===== src/rtl/param_data_pkg.sv =====
// Shared types and helpers for the parameterised data source.
// Latency: n/a (package only).
// Backpressure: n/a.
//
// Contents:
//   src_state_e  burst FSM states
//   LEN_W_DEF    default width of the burst-length field
//   trunc_w()    clips a 64-bit parameter value to the low w bits
package param_data_pkg;

  typedef enum logic [1:0] {
    IDLE   = 2'd0,
    SEND   = 2'd1,
    FINISH = 2'd2
  } src_state_e;

  localparam int LEN_W_DEF = 16;

  // Widths of 64 or more keep the whole value; the shift would overflow otherwise.
  function automatic logic [63:0] trunc_w(input logic [63:0] v, input int w);
    logic [63:0] mask;
    mask = (w >= 64) ? '1 : ((64'd1 << w) - 64'd1);
    return v & mask;
  endfunction

endpackage


===== src/rtl/seq_step_counter.sv =====
// Arithmetic sequence register: loads A, advances by B modulo 2^WIDTH.
// Latency: new value visible the cycle after load/advance.
// Backpressure: none; the owner gates advance with its handshake.
//
// Ports:
//   clk, rst_n  clock and async active-low reset (value clears to 0)
//   load        set value to A (wins over advance)
//   advance     value <= value + B
//   value       current word
module seq_step_counter
  import param_data_pkg::*;
#(
  parameter int              WIDTH = 32,
  parameter longint unsigned A     = 1,
  parameter longint unsigned B     = 2
) (
  input  logic             clk,
  input  logic             rst_n,
  input  logic             load,
  input  logic             advance,
  output logic [WIDTH-1:0] value
);

  localparam logic [63:0]      A_FULL = trunc_w(A, WIDTH);
  localparam logic [63:0]      B_FULL = trunc_w(B, WIDTH);
  localparam logic [WIDTH-1:0] A_W    = A_FULL[WIDTH-1:0];
  localparam logic [WIDTH-1:0] B_W    = B_FULL[WIDTH-1:0];

  always_ff @(posedge clk or negedge rst_n) begin
    if (!rst_n) begin
      value <= '0;
    end else if (load) begin
      value <= A_W;
    end else if (advance) begin
      value <= value + B_W;  // natural WIDTH-bit wrap
    end
  end

endmodule


===== src/rtl/param_data_source.sv =====
// Burst producer: on start, emits len words A, A+B, ... over valid/ready.
// Latency: first word the cycle after start; done N+1 cycles after start at full rate.
// Backpressure: valid/data held stable while ready is low; one word per cycle otherwise.
//
// Ports:
//   clk, rst_n   clock and async active-low reset
//   start, len   burst request and word count, sampled only in IDLE
//   data, valid  offered word toward the consumer
//   ready        consumer accept
//   busy         burst in progress (SEND or FINISH)
//   done         one-cycle pulse at burst end
//   sent         words accepted in the current/last burst
module param_data_source
  import param_data_pkg::*;
#(
  parameter longint unsigned A     = 1,
  parameter int              WIDTH = 32,
  parameter longint unsigned B     = 2,
  parameter int              LEN_W = LEN_W_DEF
) (
  input  logic             clk,
  input  logic             rst_n,
  input  logic             start,
  input  logic [LEN_W-1:0] len,
  output logic [WIDTH-1:0] data,
  output logic             valid,
  input  logic             ready,
  output logic             busy,
  output logic             done,
  output logic [LEN_W-1:0] sent
);

  src_state_e       state;
  logic [LEN_W-1:0] remaining;
  logic             valid_q;
  logic [LEN_W-1:0] sent_q;
  logic             accept;
  logic             xfer;
  logic             last_xfer;
  logic             load;
  logic             advance;

  assign accept    = (state == IDLE) && start;
  assign xfer      = (state == SEND) && valid_q && ready;
  assign last_xfer = xfer && (remaining == LEN_W'(1));

  // The last word is not advanced past, so data keeps it after the burst.
  assign load    = accept && (len != '0);
  assign advance = xfer && !last_xfer;

  seq_step_counter #(
    .WIDTH (WIDTH),
    .A     (A),
    .B     (B)
  ) u_step (
    .clk     (clk),
    .rst_n   (rst_n),
    .load    (load),
    .advance (advance),
    .value   (data)
  );

  always_ff @(posedge clk or negedge rst_n) begin
    if (!rst_n) begin
      state     <= IDLE;
      valid_q   <= 1'b0;
      sent_q    <= '0;
      remaining <= '0;
    end else begin
      case (state)
        IDLE: begin
          if (start) begin
            sent_q    <= '0;
            remaining <= len;
            if (len != '0) begin
              state   <= SEND;
              valid_q <= 1'b1;
            end else begin
              state   <= FINISH;  // empty burst still reports done
            end
          end
        end
        SEND: begin
          if (xfer) begin
            sent_q    <= sent_q + LEN_W'(1);
            remaining <= remaining - LEN_W'(1);
            if (last_xfer) begin
              state   <= FINISH;
              valid_q <= 1'b0;
            end
          end
        end
        FINISH: begin
          state <= IDLE;  // start seen here is dropped, not queued
        end
        default: begin
          state <= IDLE;
        end
      endcase
    end
  end

  assign valid = valid_q;
  assign sent  = sent_q;
  assign busy  = (state != IDLE);
  assign done  = (state == FINISH);

endmodule

===== config.mk =====
export PLATFORM = sky130hd
export DESIGN_NAME = param_data_source
export DESIGN_NICKNAME = d
export VERILOG_FILES = /design/src/rtl/param_data_pkg.sv /design/src/rtl/seq_step_counter.sv /design/src/rtl/param_data_source.sv
export SDC_FILE = /design/constraint.sdc
export NUM_CORES = 1
export LEC_CHECK = 0
export BUFFER_PORTS_ARGS = -buffer_cell sky130_fd_sc_hd__buf_2
export CORE_UTILIZATION = 55
export DETAILED_ROUTE_END_ITERATION = 16
export PLACE_DENSITY_LB_ADDON = 0.08
export SETUP_SLACK_MARGIN = 0.4
export SYNTH_ARGS = -nofsm -noshare
export SYNTH_HDL_FRONTEND = slang
export SYNTH_SLANG_ARGS = --single-unit

===== constraint.sdc =====
create_clock -name clk -period 2.1 [get_ports clk]
set_input_delay 0.42 -clock clk [delete_from_list [all_inputs] [get_ports clk]]
set_output_delay 0.42 -clock clk [all_outputs]
set_load 0.03 [all_outputs]

Word level (Yosys, flattened, before mapping). Cells that the tools add are included.

$add $sub $neg: 3. Eq/ne operators: 7. Mux-type cells: 18. Reduce and logical (&&, ||, !) cells: 15.

Operator list (count): $mux W16 (4); $mux W32 (2); $pmux W16 S2 (2); $add A32 B2 Y32 const B (1); $add A16 B1 Y16 const B (1); $eq A16 B1 Y1 const B (1); $reduce_bool A16 Y1 (1); $sub A16 B1 Y16 const B (1); $mux W2 (4); $logic_and A1 B1 Y1 (6); $ne A2 B2 Y1 const B (3); $reduce_and A3 Y1 (2); $reduce_bool A2 Y1 (3); $reduce_and A5 Y1 (1); $mux W1 (4); $pmux W2 S2 (1); $eq A2 B1 Y1 const B (1); $eq A2 B2 Y1 const B (1); $logic_not A2 Y1 (1); $ne A2 B1 Y1 const B (1); $pmux W1 S2 (1); $logic_not A1 Y1 (1).

Flip-flop bits (word level): 67. Bits of input ports: 20. Output and inout bits: 51. Logic and storage cells: 48.

Logic depth before layout (Yosys ltp). Gate-level depths: netlist of run 1.

Word-level depth: 8. Gate-level depth with buffers: 8.

Modules after synthesis. From an unflattened synthesis of run 1, not the netlist that was laid out.

Cell total of the unflattened synthesis: 414. Area, all modules: 3789.9 sq um.

By module, submodules not included: param_data_source (times used 1, cells an instance 231, area each 2035.7 sq um, seq. area each 875.8 sq um); seq_step_counter (times used 1, cells an instance 183, area each 1754.2 sq um, seq. area each 800.8 sq um).

Worst setup path after synthesis of run 1. Ideal clock, no wire load.

Path type: reg2reg. From: reg u_step.value[9]. To: reg u_step.value[23]. Setup time: 0.078 ns. Data arrival time: 1.840 ns. Setup slack: 0.182 ns. Cell stages (with the launch flop): 7. Buffers on the path: 1. Cells stage by stage: dfrtp_1 -> and3_1 -> and3_1 -> nand4_1 -> clkbuf_1 -> or3_1 -> a21oi_1.

Cells in the longest elaborated chain, start to end: 3.

RTL lines: start: declaration (line seq_step_counter.sv:21) `output logic [WIDTH-1:0] value`; start signal: assignment (line seq_step_counter.sv:35) `value <= value + B_W;`; $add A32 B2 Y32 (line seq_step_counter.sv:35); $mux W32 (line seq_step_counter.sv:34) `end else if (advance) begin`; $mux W32 (line seq_step_counter.sv:32) `end else if (load) begin`.

No other way between the ends. The select of a mux whose other input is x is not followed. A chain may end at the register's enable or synchronous reset.

Final worst setup path of run 1.
From: reg state[1]. To: reg u_step.value[29].

Cells in the longest elaborated chain, start to end: 7.

RTL lines: start: declaration (line param_data_source.sv:33) `src_state_e state;`; start signal: assignment (line param_data_source.sv:65) `state <= IDLE;`; start signal: assignment (line param_data_source.sv:76) `state <= SEND;`; start signal: assignment (line param_data_source.sv:79) `state <= FINISH;`; $eq A2 B1 Y1 (line param_data_source.sv:44) `assign xfer = (state == SEND) && valid_q && ready;`; $logic_and A1 B1 Y1 (2 in series) (line param_data_source.sv:44); $logic_and A1 B1 Y1 (line param_data_source.sv:45) `assign last_xfer = xfer && (remaining == LEN_W'(1));`; $logic_not A1 Y1 (line param_data_source.sv:49) `assign advance = xfer && !last_xfer;`; $logic_and A1 B1 Y1 (line param_data_source.sv:49); $reduce_bool A2 Y1 (no source line).

Parallel ways exist; a longest one is shown, timed or not.

==> flow_summary.ini, run 1 <==
[route]
drtIter0Drc = 275
wirelength_mm = 9.83
wl_per_cell_um = 16.7
drtAntennaViolNets = 0
avgViaCountPerCell = 6.02
drtPass1Iterations = 4
drc = 0
routed-via-count = 3549

[grt]
antenna_found_initial = 0
grt_pass1_wl_mm = 15.4
grt_pass1_vias = 3340
grt_overflow = 0
grt_max_degree = 68
grtUsageTotal = 0.275

[synth]
postSynthCellCount = 402
ys_seq_area_frac = 0.462
synth_area_leaders = dfrtp_1, a21oi_1, nor2_1
ys_warn_count = 0
netlist.top_cell.by_area = dfrtp_1
syn-num-nets = 426
syn_avg_cell_area_um2 = 9.03
synthDistinctLibCells = 51
synth_top_area_frac = 0.462
synth_edf_count = 0
synth-main-ff-cell = dfrtp_1
async_flop_share = 1.00
ys_ff_latch = 67
netlist_area_um2 = 3630

[floorplanning]
die_width_um = 83.2
fp.coreArea_um2 = 6350
io_pins = 71
dieArea_um2 = 6930
die_h_um = 83.2
start_util = 0.572
num_rows = 29

[clock_network]
cts_buffer_depth = 2
cts_sinks = 67
cts_tree = built
cts_buffers = 9
cts_max_level = 3
clk_latency_ps = 350
cts_root_buf = clkbuf_8
path_clk_slew_ps = 80

[timing]
setup-tns-final_ps = 0
fin_ws_ps = 226
hold_viol = 0
slew_headroom = 0.739
finalSetupViolCount = 0
drv_slew = 0
rsz0062_at_grt = yes
fmaxAchievable_mhz = 534
min_period_over_period = 0.892
min_period_ps = 1870
tightest_slew_ps = 388
finClkSkew_ps = 12.2

[pwr]
p_per_area_nw_per_um2 = 1020
p_leak_uw = 0.00215
ir_drop_v = 0.000717

[cells_and_area]
diodes = 0
final_area_um2 = 4890
stdcell_count = 590
num-nets-final = 532
area_growth_pct = 34.7
drive_gt1_frac = 0.380

[min_path]
hold_class = in -> async

[placement]
place_ws_ps = 119
gp_congestion = 0.864
dp.cells = 549
hpwl_mm = 6.16
placed_area_um2 = 4210
portBuffers = 70

[critical_path]
critPathRequiredTime_ps = 2370
path_class = reg -> reg
r2r_slack_ps = 230
end_kind = register
arrival_ps = 2140
cp_max_fo = 5
startpoint_type = register

[run]
maxCapViolCount = 0

[outcome]
outcome = complete, no violations
[area by class of cell]
| class | instances | area, µm² |
|---|---|---|
| fillers | 467 | 1460 |
| multi-input cells | 300 | 2080 |
| repair buffers | 116 | 754 |
| clock inverters | 5 | 58.8 |
| well taps | 77 | 96.3 |
| inverters | 14 | 52.6 |
| flip-flops and latches | 67 | 1700 |
| clock buffers | 11 | 151 |
[cells by family after synthesis]
logic type	after synthesis	synth area share
adder cells (fa/ha/maj)	4	0.0138
flip-flops	67	0.462
multiplexers	1	0.00276
buffers and inverters	35	0.0386
XOR/XNOR	21	0.0507
AO/OA/AOI/OAI	107	0.187
AND/OR/NAND/NOR	167	0.245
[synthesized netlist by cell type (6+ instances only)]
library cell / instances
dfrtp_1: 67
nor2_1: 42
a21oi_1: 35
nand2_1: 25
o21ai_0: 21
nand3_1: 20
xor2_1: 18
clkbuf_1: 16
inv_1: 14
and3_1: 13
o31ai_1: 13
nand4_1: 12
nor3_1: 12
or4_1: 11
nor4_1: 8
or3_1: 7
o211ai_1: 6
[power breakdown]
| group | internal [µW] | switching (µW) |
|---|---|---|
| Combinational | 774 | 1190 |
| Sequential | 1540 | 335 |
| Clock | 615 | 528 |
[cell usage in the layout (no fill, tap or decap), drive strengths merged, types with 3 or more instances in the layout]
cell type,n
buf,116
dfrtp,67
nor2,42
a21oi,35
nand2,25
o21ai,24
nand3,20
xor2,18
inv,15
o31ai,13
and3,13
nor3,13
nand4,12
clkbuf,11
or4,11
nor4,10
or3,7
o211ai,7
ha,4
o2111ai,4
nand2b,4
o21a,3
a22oi,3
o22ai,3
xnor2,3
[state kept, by name, indices dropped and copies added (netlist names)]
signal	flops
state	2
remaining	16
u_step.value	32
valid	1
sent	16
[timing repair]
| action | 4_1_cts | 5_1_grt |
|---|---|---|
| gates cloned | 1 | 1 |
| setup buffers | 12 | 11 |
| hold buffers | 0 | 0 |
| resized for setup | 19 | 53 |
| endpoints found under the setup margin | 33 | 60 |
| hold endpoints to repair | 0 | 0 |
| pin swaps | 4 | 33 |
[through the flow]
step	utilization	hold WS (ps)	power, µW
after floorplan	-	124	2910
after global placement	0.662	448	3440
after global routing	0.770	105	5290
final	0.770	55.2	4980
after CTS	0.720	91.3	4750
after detailed placement	0.662	448	3490
[critical path, stage by stage (launching register included)]
cell	delay, ps
dfrtp_2	410
and4b_1	300
and3_4	230
o21ai_4	80
buf_6	130
or4_1	480
a21oi_1	160
[per-layer routing]
layer | track usage | wire length, µm | share of wire | up-vias
met3 | 0.0497 | 496 | 0.050 | 15
met4 | 0.119 | 184 | 0.019 | 0
met2 | 0.458 | 4920 | 0.50 | 124
li1 | - | - | - | 1702
met1 | 0.351 | 4220 | 0.43 | 1708
met5 | 0 | 0 | 0 | -
[final timing paths]
path,start,endpoint,cells past startpoint
max,state[1],u_step.value[29],6
min,rst_n,u_step.value[13],2
max reg2reg,state[1],u_step.value[29],6
min reg2reg,u_step.value[0],u_step.value[0],1
max in group asynchronous,rst_n,state[1],2
min in group clk,len[0],remaining[0],3
(Power assumes the default switching activity.)
==> run 2, diff against run 1 <==
Clock period 2.1 ns to 2.21 ns, I/O delays scaled along.
==> flow_summary.ini, run 2 (synthesis gave the netlist of run 1 again) <==
[placement]
portBuffers = 70
gp_congestion = 0.813
hpwl_mm = 6.13

[outcome]
outcome = complete, but fails checks
violations = negative hold slack

[critical_path]
crit_chain = and3_4 > and3_4 > nand4_1 > buf_4 > buf_2 > o31ai_1 > a21oi_2
cp_max_fo = 7
crit_slowest_cell = dfrtp_2
max_stage_delay_ps = 390
path_class = reg -> reg
critical_path_depth = 7
critPathRequiredTime_ps = 2430
critPathTopFamily = simple AND/OR/NAND/NOR gates
arrival_ps = 2060
reg2reg_depth = 7
startpoint_type = register
critPathMostFrequentCell = and3_4
end_kind = register
path_buf_inv = 2

[timing]
min_period_over_period = 0.832
min_period_ps = 1840
finalSetupViolCount = 0
drv_slew = 0
holdWs_ps = -4.42
setup-tns-final_ps = 0
finClkSkew_ps = 12.7
tightest_slew_ps = 663
slew_headroom = 0.555
fmaxAchievable_mhz = 544
rsz0062_at_grt = yes
hold_viol = 4

[pwr]
p_leak_uw = 0.00211
fin_total_pwr_uw = 4660
ir_drop_v = 0.000832
p_per_area_nw_per_um2 = 984

[floorplanning]
num_rows = 29
io_pins = 71
die_width_um = 83.2
die_h_um = 83.2
start_util = 0.572
fp.coreArea_um2 = 6350
dieArea_um2 = 6930

[clock_network]
cts_root_buf = clkbuf_8
cts_buffers = 9
cts_tree = built
clk_latency_ps = 350
cts_sinks = 67
cts_max_level = 3
path_clk_slew_ps = 80
cts_buffer_depth = 2

[route]
drc = 0
wirelength_mm = 9.73
drtAntennaViolNets = 0
avgViaCountPerCell = 6.02
drtPass1Iterations = 5
drtIter0Drc = 226
routed-via-count = 3524
wl_per_cell_um = 16.6

[grt]
grt_pass1_wl_mm = 14.9
antenna_found_initial = 0
grt_max_degree = 53
grt_overflow = 0
grt_pass1_vias = 3175
grtUsageTotal = 0.266

[cells_and_area]
multiInputGateArea_um2 = 1960
area.sequential_um2 = 1700
fillers = 465
largest_register = u_step.value
final_common_cell = buf_2
num-nets-final = 527
layout_common_cells = buf_2, dfrtp_1, nor2_1, a21oi_1, buf_4
diodes = 0
area_growth_pct = 30.4
largest_register_ff_count = 32
drive_gt1_frac = 0.339

[run]
maxCapViolCount = 0

[min_path]
hold_class = in -> async
run 2: changes by cell type in the layout (fill, tap and decap cells not counted), sizes merged:
| cell | delta |
|---|---|
| buf | -5 |
| bufinv | +1 |
| clkbuf | -1 |
| clkinv | +2 |
| clkinvlp | -2 |
run 2: path summary, 6_finish.rpt:
kind                                     to        startpoint  slack [ps]
hold reg to reg             u_step.value[0]   u_step.value[0]         490
setup reg to reg           u_step.value[28]  u_step.value[11]         370
min in group clk              remaining[15]           len[15]         350
setup / recovery           u_step.value[28]  u_step.value[11]         370
hold / removal             u_step.value[24]             rst_n          -4
max in group asynchronous      remaining[0]             rst_n        1590
run 2: where the power goes:
part | switching, µW | leakage, µW | internal (µW)
registers | 326 | 0.000860 | 1460
clock network | 502 | 0.000117 | 668
logic | 1050 | 0.00113 | 659
run 2: repair_timing:
| item | 4_1_cts | 5_1_grt |
|---|---|---|
| resized for setup | 11 | 38 |
| endpoints found under the setup margin | 30 | 36 |
| setup buffers | 6 | 13 |
| gates cloned | 0 | 3 |
| pin swaps | 1 | 25 |
| hold buffers | 0 | 0 |
run 2: per-layer routing:
layer | vias to the layer above | global-route usage | share of wire
met4 | 0 | 0.100 | 0.0098
li1 | 1691 | - | -
met5 | - | 0 | 0
met2 | 136 | 0.416 | 0.48
met1 | 1689 | 0.375 | 0.45
met3 | 8 | 0.0408 | 0.060
run 2: cell type report:
| type | instances | share of cell area |
|---|---|---|
| well taps | 77 | 0.0204 |
| flip-flops and latches | 67 | 0.358 |
| repair buffers | 111 | 0.150 |
| clock buffers | 10 | 0.0291 |
| clock inverters | 6 | 0.0185 |
| multi-input cells | 300 | 0.413 |
| inverters | 14 | 0.0111 |
run 2: through the flow:
| stage | util | instance area, µm² | setup WS (ps) | cells |
|---|---|---|---|---|
| floorplan | - | 3640 | 395 | 402 |
| global placement | 0.655 | 4160 | 308 | 547 |
| detailed placement | 0.655 | 4160 | 245 | 547 |
| CTS | 0.704 | 4470 | 378 | 569 |
| global route | 0.745 | 4730 | 302 | 585 |
| finish | 0.745 | 4730 | 370 | 585 |
==> run 3, diff against run 2 <==
Settings changed: ABC_AREA from default to 1, CORE_UTILIZATION 55 to 52.
Clock period 2.21 ns to 1.55 ns, I/O delays scaled along.
==> flow_summary.ini, run 3 <==
[pwr]
p_leak_uw = 0.00336
combPwrFrac = 0.604
p_seq_frac = 0.257
p_sw_frac = 0.444
ir_drop_v = 0.000967
p_sw_uw = 4430
p_clk_frac = 0.139
p_per_area_nw_per_um2 = 1400
internal-power_uw = 5550

[grt]
grt_overflow = 0
grtUsageTotal = 0.327
grt_pass1_wl_mm = 22.4
grt_pass1_vias = 4845
antenna_found_initial = 0
grt_max_degree = 68

[cells_and_area]
largest_register = u_step.value
final_common_cell = nand2_1
num-nets-final = 889
layout_common_cells = nand2_1, buf_4, nor2_1, buf_6, inv_1
post-route-util = 0.870
area_growth_pct = 62.0
diodes = 0
drive_gt1_frac = 0.433
largest_register_ff_count = 32

[route]
drc = 0
drtAntennaViolNets = 0
drtPass1Iterations = 5
routed-via-count = 5698
avgViaCountPerCell = 5.84
wirelength_mm = 17.7
wl_per_cell_um = 18.1
drtIter0Drc = 576

[synth]
ys_ff_latch = 67
synth_top_cells_by_count = nand2_1, nor2_1, inv_1
ys_warn_count = 0
synth_edf_count = 0
syn-num-nets = 700
postSynthCellCount = 676
netlist.top_cell.by_area = dfrtp_1
netlist_area_um2 = 4390
synthDistinctLibCells = 30
async_flop_share = 1.00
ys_seq_area_frac = 0.382
synth-main-ff-cell = dfrtp_1
synth_area_leaders = dfrtp_1, nand2_1, nor2_1
syn_avg_cell_area_um2 = 6.50
yosysMostFrequentCell = nand2_1
synth_top_area_frac = 0.382

[timing]
fmaxAchievable_mhz = 622
drv_slew = 0
min_period_ps = 1610
hold_viol = 0
min_period_over_period = 1.04
rsz0062_at_grt = yes
fin_ws_ps = -58.6
tightest_slew_ps = 380
slew_headroom = 0.746
finalSetupViolCount = 26
finClkSkew_ps = 17.5

[critical_path]
startpoint_type = register
critPathRequiredTime_ps = 1840
reg2reg_from = remaining[11]
r2r-end = u_step.value[2]
end_kind = register
cp_max_fo = 10
path_class = reg -> reg
reg2reg_depth = 10
r2r_slack_ps = -60
arrival_ps = 1890

[placement]
portBuffers = 70
hpwl_mm = 8.83
gp_congestion = 1.01
place_ws_ps = -46.3

[min_path]
hold_end = remaining[4]
hold_class = in -> reg
holdPathStages = 3
hp-start = len[4]

[clock_network]
cts_buffers = 9
cts_max_level = 3
path_clk_slew_ps = 80
cts_buffer_depth = 2
clk_latency_ps = 360
cts_tree = built
cts_root_buf = clkbuf_8
cts_sinks = 67

[floorplanning]
die_h_um = 93.9
num_rows = 33
fp.coreArea_um2 = 8180
die_width_um = 93.9
dieArea_um2 = 8820
io_pins = 71
start_util = 0.537

[run]
maxCapViolCount = 0

[outcome]
outcome = complete, but fails checks
violations = negative setup slack
==> run 3: changes by cell type in the layout (fill, tap and decap cells not counted), sizes merged, moves of 10 or more <==
| cell | before | now |
|---|---|---|
| o31ai | 13 | 0 |
| nor2 | 42 | 118 |
| and3 | 13 | 1 |
| inv | 15 | 77 |
| nand2 | 25 | 235 |
| buf | 111 | 189 |
| nor4 | 10 | 0 |
| a21oi | 35 | 23 |
| or4 | 11 | 0 |
| o21ai | 24 | 34 |
| nand3 | 20 | 46 |
==> run 3: cell type report <==
type	instances	area, µm²
multi-input combinational	517	2900
timing repair buffer	193	1890
sequential	67	1720
fill	419	1060
inverter	77	302
clock buffer	14	163
tap	105	131
clock inverter	2	12.5
==> run 3: stage by stage <==
step	hold WS (ps)	total power, µW	std cells	setup TNS (ps)	instance area (µm²)
5_1_grt	272	10300	975	-3010	7120
6_report	254	9980	975	-821	7120
2_1_floorplan	14.4	4640	676	0	4550
3_5_place_dp	364	5850	866	-571	5240
3_3_place_gp	358	5760	866	0	5240
4_1_cts	248	8320	938	0	6350
==> run 3: how the worst max path moves through the flow <==
| stage | start | cells past startpoint | end | slack (ps) |
|---|---|---|---|---|
| global route | remaining[0] | 10 | remaining[14] | -150 |
| floorplan | u_step.value[1] | 10 | u_step.value[21] | 120 |
| finish | remaining[11] | 10 | u_step.value[2] | -60 |
| global placement | remaining[6] | 10 | u_step.value[24] | 4 |
| CTS | state[1] | 10 | sent[10] | 60 |
| detailed placement | remaining[6] | 8 | u_step.value[20] | -50 |
==> run 3: critical path: stages, from the launching register on <==
cell and delay (ps):
dfrtp_1 440, nor2_2 200, nand2_1 110, nor2_2 120, nand2_2 80, nand2_4 120, nand2_4 100, inv_6 90
buf_12 140, nand2_1 70, nand2_1 80
==> run 3: power groups by stage <==
stage / sequential [µW] / combinational [µW] / clock [µW]
floorplan: 2640 / 2000 / 0
global placement: 2460 / 3300 / 0
detailed placement: 2470 / 3380 / 0
CTS: 2470 / 4490 / 1370
global route: 2590 / 6320 / 1440
finish: 2570 / 6030 / 1380
==> run 3: per-layer routing <==
metal  global-route usage  part of all wire
met3               0.0502             0.093
met1                0.441              0.38
met5                    0                 0
met2                0.532              0.48
met4                0.118             0.051
==> run 3: logic make-up after synthesis <==
logic type / count (synthesis) / synth area share
xor gates and xnor gates: 12 / 0.0239
AOI/OAI and AO/OA: 63 / 0.0752
DFF: 67 / 0.382
buffers and inverters: 92 / 0.0895
and+or+nand+nor: 438 / 0.418
adders and majority gates: 4 / 0.0114
==> run 3: what timing repair did <==
action / in CTS / in global routing
setup endpoints to repair: 117 / 118
buffers inserted: 53 / 34
hold buffers: 1 / 0
gates cloned: 2 / 3
resized for setup: 160 / 128
endpoints found under the hold margin: 33 / 0
pin swaps: 17 / 35
